==> src/rtl/bus_arbiter.sv <==
// Two-port (instruction/data) arbiter onto one memory bus.
// Round-robin grant, in-order read response routing via tag FIFO.
module bus_arbiter #(
  parameter int MAX_OUTSTANDING = 4
) (
  input  logic        clock,
  input  logic        reset,
  input  logic [31:0] inst_address,
  input  logic        inst_read_enable,
  output logic        inst_wait_req,
  output logic        inst_valid,
  output logic [31:0] inst_data,
  input  logic [31:0] data_address,
  input  logic [31:0] data_write_data,
  input  logic [3:0]  data_byte_enable,
  input  logic        data_read_enable,
  input  logic        data_write_enable,
  output logic        data_wait_req,
  output logic        data_valid,
  output logic [31:0] data_read_data,
  output logic [31:0] mem_address,
  output logic [31:0] mem_write_data,
  output logic [3:0]  mem_byte_enable,
  output logic        mem_read_enable,
  output logic        mem_write_enable,
  input  logic        mem_wait_req,
  input  logic        mem_valid,
  input  logic [31:0] mem_read_data,
  output logic        protocol_error
);

  localparam int PW = (MAX_OUTSTANDING > 2) ?
                      $clog2(MAX_OUTSTANDING) : 1;
  localparam int CW = $clog2(MAX_OUTSTANDING + 1);
  localparam logic [CW-1:0] FULL_CNT = CW'(MAX_OUTSTANDING);

  logic [MAX_OUTSTANDING-1:0] r_tag;
  logic [PW-1:0] r_wptr;
  logic [PW-1:0] r_rptr;
  logic [CW-1:0] r_count;
  logic          r_rr_data;
  logic          r_perr;

  logic w_inst_req;
  logic w_data_req;
  logic w_full;
  logic w_empty;
  logic w_inst_elig;
  logic w_data_elig;
  logic w_gnt_inst;
  logic w_gnt_data;
  logic w_accept;
  logic w_push;
  logic w_pop;
  logic w_head;

  assign w_inst_req  = inst_read_enable;
  assign w_data_req  = data_read_enable | data_write_enable;
  assign w_full      = (r_count == FULL_CNT);
  assign w_empty     = (r_count == '0);

  // a read of any kind needs a free tag slot
  assign w_inst_elig = w_inst_req & ~w_full;
  assign w_data_elig = w_data_req &
                       ~(data_read_enable & w_full);

  assign w_gnt_data  = reset & w_data_elig &
                       (~w_inst_elig | r_rr_data);
  assign w_gnt_inst  = reset & w_inst_elig & ~w_gnt_data;

  assign w_accept = (w_gnt_inst | w_gnt_data) & ~mem_wait_req;
  assign w_push   = w_accept &
                    (w_gnt_inst | data_read_enable);
  assign w_pop    = mem_valid & ~w_empty;
  assign w_head   = r_tag[r_rptr];

  // mux granted port onto memory bus; idle bus is all zero
  always_comb begin
    mem_address      = '0;
    mem_write_data   = '0;
    mem_byte_enable  = '0;
    mem_read_enable  = 1'b0;
    mem_write_enable = 1'b0;
    unique case (1'b1)
      w_gnt_inst: begin
        mem_address     = inst_address;
        mem_read_enable = 1'b1;
      end
      w_gnt_data: begin
        mem_address      = data_address;
        mem_write_data   = data_write_data;
        mem_byte_enable  = data_byte_enable;
        mem_read_enable  = data_read_enable;
        mem_write_enable = data_write_enable;
      end
      default: ;
    endcase
  end

  // stall and response routing, forced quiet while in reset
  always_comb begin
    inst_wait_req = 1'b1;
    data_wait_req = 1'b1;
    inst_valid    = 1'b0;
    data_valid    = 1'b0;
    if (reset) begin
      inst_wait_req = w_gnt_inst ? mem_wait_req : w_inst_req;
      data_wait_req = w_gnt_data ? mem_wait_req : w_data_req;
      inst_valid    = w_pop & ~w_head;
      data_valid    = w_pop & w_head;
    end
  end

  assign inst_data      = mem_read_data;
  assign data_read_data = mem_read_data;
  assign protocol_error = r_perr;

  // tag FIFO storage: 0 = inst, 1 = data
  always_ff @(posedge clock or negedge reset) begin
    if (!reset) begin
      r_tag <= '0;
    end else if (w_push) begin
      r_tag[r_wptr] <= w_gnt_data;
    end
  end

  // FIFO pointers and occupancy
  always_ff @(posedge clock or negedge reset) begin
    if (!reset) begin
      r_wptr  <= '0;
      r_rptr  <= '0;
      r_count <= '0;
    end else begin
      if (w_push) r_wptr <= r_wptr + PW'(1);
      if (w_pop)  r_rptr <= r_rptr + PW'(1);
      unique case ({w_push, w_pop})
        2'b10:   r_count <= r_count + CW'(1);
        2'b01:   r_count <= r_count - CW'(1);
        default: r_count <= r_count;
      endcase
    end
  end

  // round-robin: after a transfer, favour the other port
  always_ff @(posedge clock or negedge reset) begin
    if (!reset) begin
      r_rr_data <= 1'b1;
    end else if (w_accept) begin
      r_rr_data <= w_gnt_inst;
    end
  end

  // sticky flag for a response nobody asked for
  always_ff @(posedge clock or negedge reset) begin
    if (!reset) begin
      r_perr <= 1'b0;
    end else if (mem_valid & w_empty) begin
      r_perr <= 1'b1;
    end
  end

endmodule

==> config.mk <==
export PLATFORM = sky130hd
export DESIGN_NAME = bus_arbiter
export DESIGN_NICKNAME = d
export VERILOG_FILES = /design/src/rtl/bus_arbiter.sv
export SDC_FILE = /design/constraint.sdc
export NUM_CORES = 1
export LEC_CHECK = 0
export ABC_AREA = 1
export CAP_MARGIN = 20
export CORE_AREA = 3 3 108 110
export DETAILED_ROUTE_END_ITERATION = 7
export DIE_AREA = 0 0 111 113
export HOLD_SLACK_MARGIN = 0.15
export PLACE_DENSITY = 0.72
export RECOVER_POWER = 50
export SYNTH_ARGS = -nofsm -noshare
export SYNTH_HDL_FRONTEND = slang
export SYNTH_SLANG_ARGS = --single-unit
==> constraint.sdc <==
create_clock -name clock -period 5.7 [get_ports clock]
set_clock_uncertainty 0.2 [all_clocks]
set_input_delay 1.425 -clock clock [delete_from_list [all_inputs] [get_ports clock]]
set_output_delay 1.425 -clock clock [all_outputs]
set_load 0.1 [all_outputs]
==> flow_summary.toml <==
[outcome]
outcome = "finished clean"

[timing]
setup_slack_ns = 0.536
slew_violations = 0
slew_headroom_pct = 33.5
setup_viol = 0
post-route-period-util_pct = 90.6
fin_tns_setup_ns = 0
max_freq_mhz = 194
fin_crit_ns = 5.16
rsz0062_at_grt = "no"
timing.final.hold_violations = 0
tightestPinTransition_ns = 0.994

[setup_path]
critPathRequiredTime_ns = 4.07
worstSetupStartpointType = "input port"
worstSetupEndpointType = "primary output"
worst_path_largest_cell_delay_ns = 0.63
critPathSlowestCell = "dlygate4sd3_1"
crit_buf_inv = 4
worstPathMaxFanout = 31
cp_cell_sequence = "dlygate4sd3_1, nor2_1, nor2_1, nand2_1, inv_2, nand2_4, buf_4, nand3_1, nand2_1, buf_12"
worst-setup-path-type = "in2out"
critical_path.top_delay_family = "buffers and inverters"
cp.arrival_ns = 3.54

[layout]
post-route-util_pct = 39.2
fillers = 1080
final_nets = 599
layout_commonest_cell = "clkdlybuf4s50_1"
drive_above_1_share_pct = 20.3
mostFrequentLayoutCells = "clkdlybuf4s50_1, nand2_1, buf_12, inv_1, nor2_1"
area_growth_pct = 110
insertedDiodeCount = 0

[global_route]
grt_pass1_vias = 2464
grt_first_pass_wirelength_um = 13500
grt_start_max_net_pins = 37
antenna_found_initial = 0
track_usage_pct = 13.3
grt_overflow = 0

[placed_design]
portBuffers = 181
dp_hpwl_um = 7610
place_congestion = 0.863
dp_worst_setup_slack_ns = 0.647

[power_and_ir_drop]
p_per_area_nw_per_um2 = 399
total_power_mw = 1.69
ir_drop_uv = 229
p_leak_nw = 2.03

[synth]
yosysTopAreaCell = "buf_4"
async_flop_share_pct = 100
synth-seq-area-share_pct = 16.2
synth_flop_cell = "dfrtp_1"
synth_edf_count = 0
synthTopCellsByArea = "buf_4, nand2_1, dfrtp_1"
synth_nets = 487
syn_inst = 342
syn_area_sq_um = 2010
postSynthAreaPerCell_sq_um = 5.89
synth_top_area_share_pct = 25.0
yosys.cell_types.count = 26
ys_seq_elements = 13
ys_warn_count = 0

[clock_tree]
clk_pin_slew_ns = 0.06
cts_root_buffer = "clkbuf_8"
cts_resized = 0
post_cts_buffers = 0
clock-sinks = 13
cts_buffers = 3
htreeDepth = 1
insertion_delay_ns = 0.25
hold_buffers = 0
cts_buffer_depth = 2
cts_tree = "done"

[routing]
drt-total-wl_um = 9020
ant_nets = 0
drtPass1Iterations = 4
post-route-drc-count = 0
drtIter0Drc = 157
viasPerCell = 4.15
vias = 2458
routedWlPerCell_um = 15.2

[floorplan]
initial_core_util_pct = 18.7
core_area_sq_um = 10800
dieArea_sq_um = 12500
fp.dieH_um = 113
io_pins = 278
rows = 38
dieWidth_um = 111

[job]
drv_cap = 0

[min_path]
hold_path_class = "reg2reg"
==> layout make-up <==
cell class / count / area (sq um) / share of cell area, %
clock buffer: 3 / 41.3 / 0.976
clock inverter: 1 / 5.00 / 0.118
inverter: 50 / 190 / 4.49
multi-input combinational: 201 / 940 / 22.2
sequential: 13 / 327 / 7.72
tap: 140 / 175 / 4.14
timing repair buffer: 185 / 2550 / 60.3
==> registers in the layout (all words and copies together), names as in the netlist <==
register	cells
protocol_error	1
r_count	3
r_wptr	2
r_rr_data	1
r_rptr	2
r_tag	4
==> per-stage QoR <==
step           std cells  hold slack, ns  area [sq um]
3_5_place_dp         589           0.272          4190
5_1_grt              593           0.307          4230
2_1_floorplan        342           0.242          2010
4_1_cts              593           0.286          4240
6_report             593           0.282          4230
3_3_place_gp         589           0.262          4190
==> path summary, 6_finish.rpt <==
kind                                       start               to  slack, ns  cells past startpoint
max in group asynchronous                  reset         r_tag[2]       3.17                      2
worst min-delay path              protocol_error   protocol_error       0.28                      1
worst min register to register    protocol_error   protocol_error       0.28                      1
worst max register to register        r_count[1]       r_count[2]       2.85                     13
worst max-delay path            data_read_enable  mem_address[14]       0.54                     10
min in group asynchronous                  reset        r_wptr[0]       1.61                      2
==> Yosys cell counts, types with 2 or more instances <==
| cell type | number |
|---|---|
| nand2_4 | 2 |
| a21oi_1 | 2 |
| inv_1 | 48 |
| buf_4 | 67 |
| nand3_1 | 41 |
| xor2_1 | 2 |
| nand2_1 | 87 |
| ha_1 | 5 |
| buf_2 | 10 |
| nor2_2 | 3 |
| dfrtp_1 | 12 |
| nand2_2 | 2 |
| nor2_1 | 43 |
| nand4_1 | 4 |
| o21ai_0 | 3 |
==> where the power goes <==
group / switching [mW] / internal (mW)
Sequential: 0.0378 / 0.140
Combinational: 0.953 / 0.474
Clock: 0.0374 / 0.0485
Total: 1.03 / 0.662
==> routing by layer <==
| metal | GRT usage, % | wire (um) |
|---|---|---|
| met3 | 6.10 | 1090 |
| met2 | 22.7 | 4350 |
| met5 | 0 | 0 |
| met1 | 15.5 | 3450 |
| met4 | 2.63 | 123 |
==> cells by family (layout without fill, tap and decap cells) <==
kind of cell	Yosys count	count (layout)	share of synthesized area (%)
compound gates	9	9	2.67
xor+xnor	3	3	1.31
fa+ha+maj	6	6	4.10
buf+inv	128	239	37.1
flops	13	13	16.2
simple gates	183	183	38.6
No activity file was read; power rests on OpenSTA's default activity.
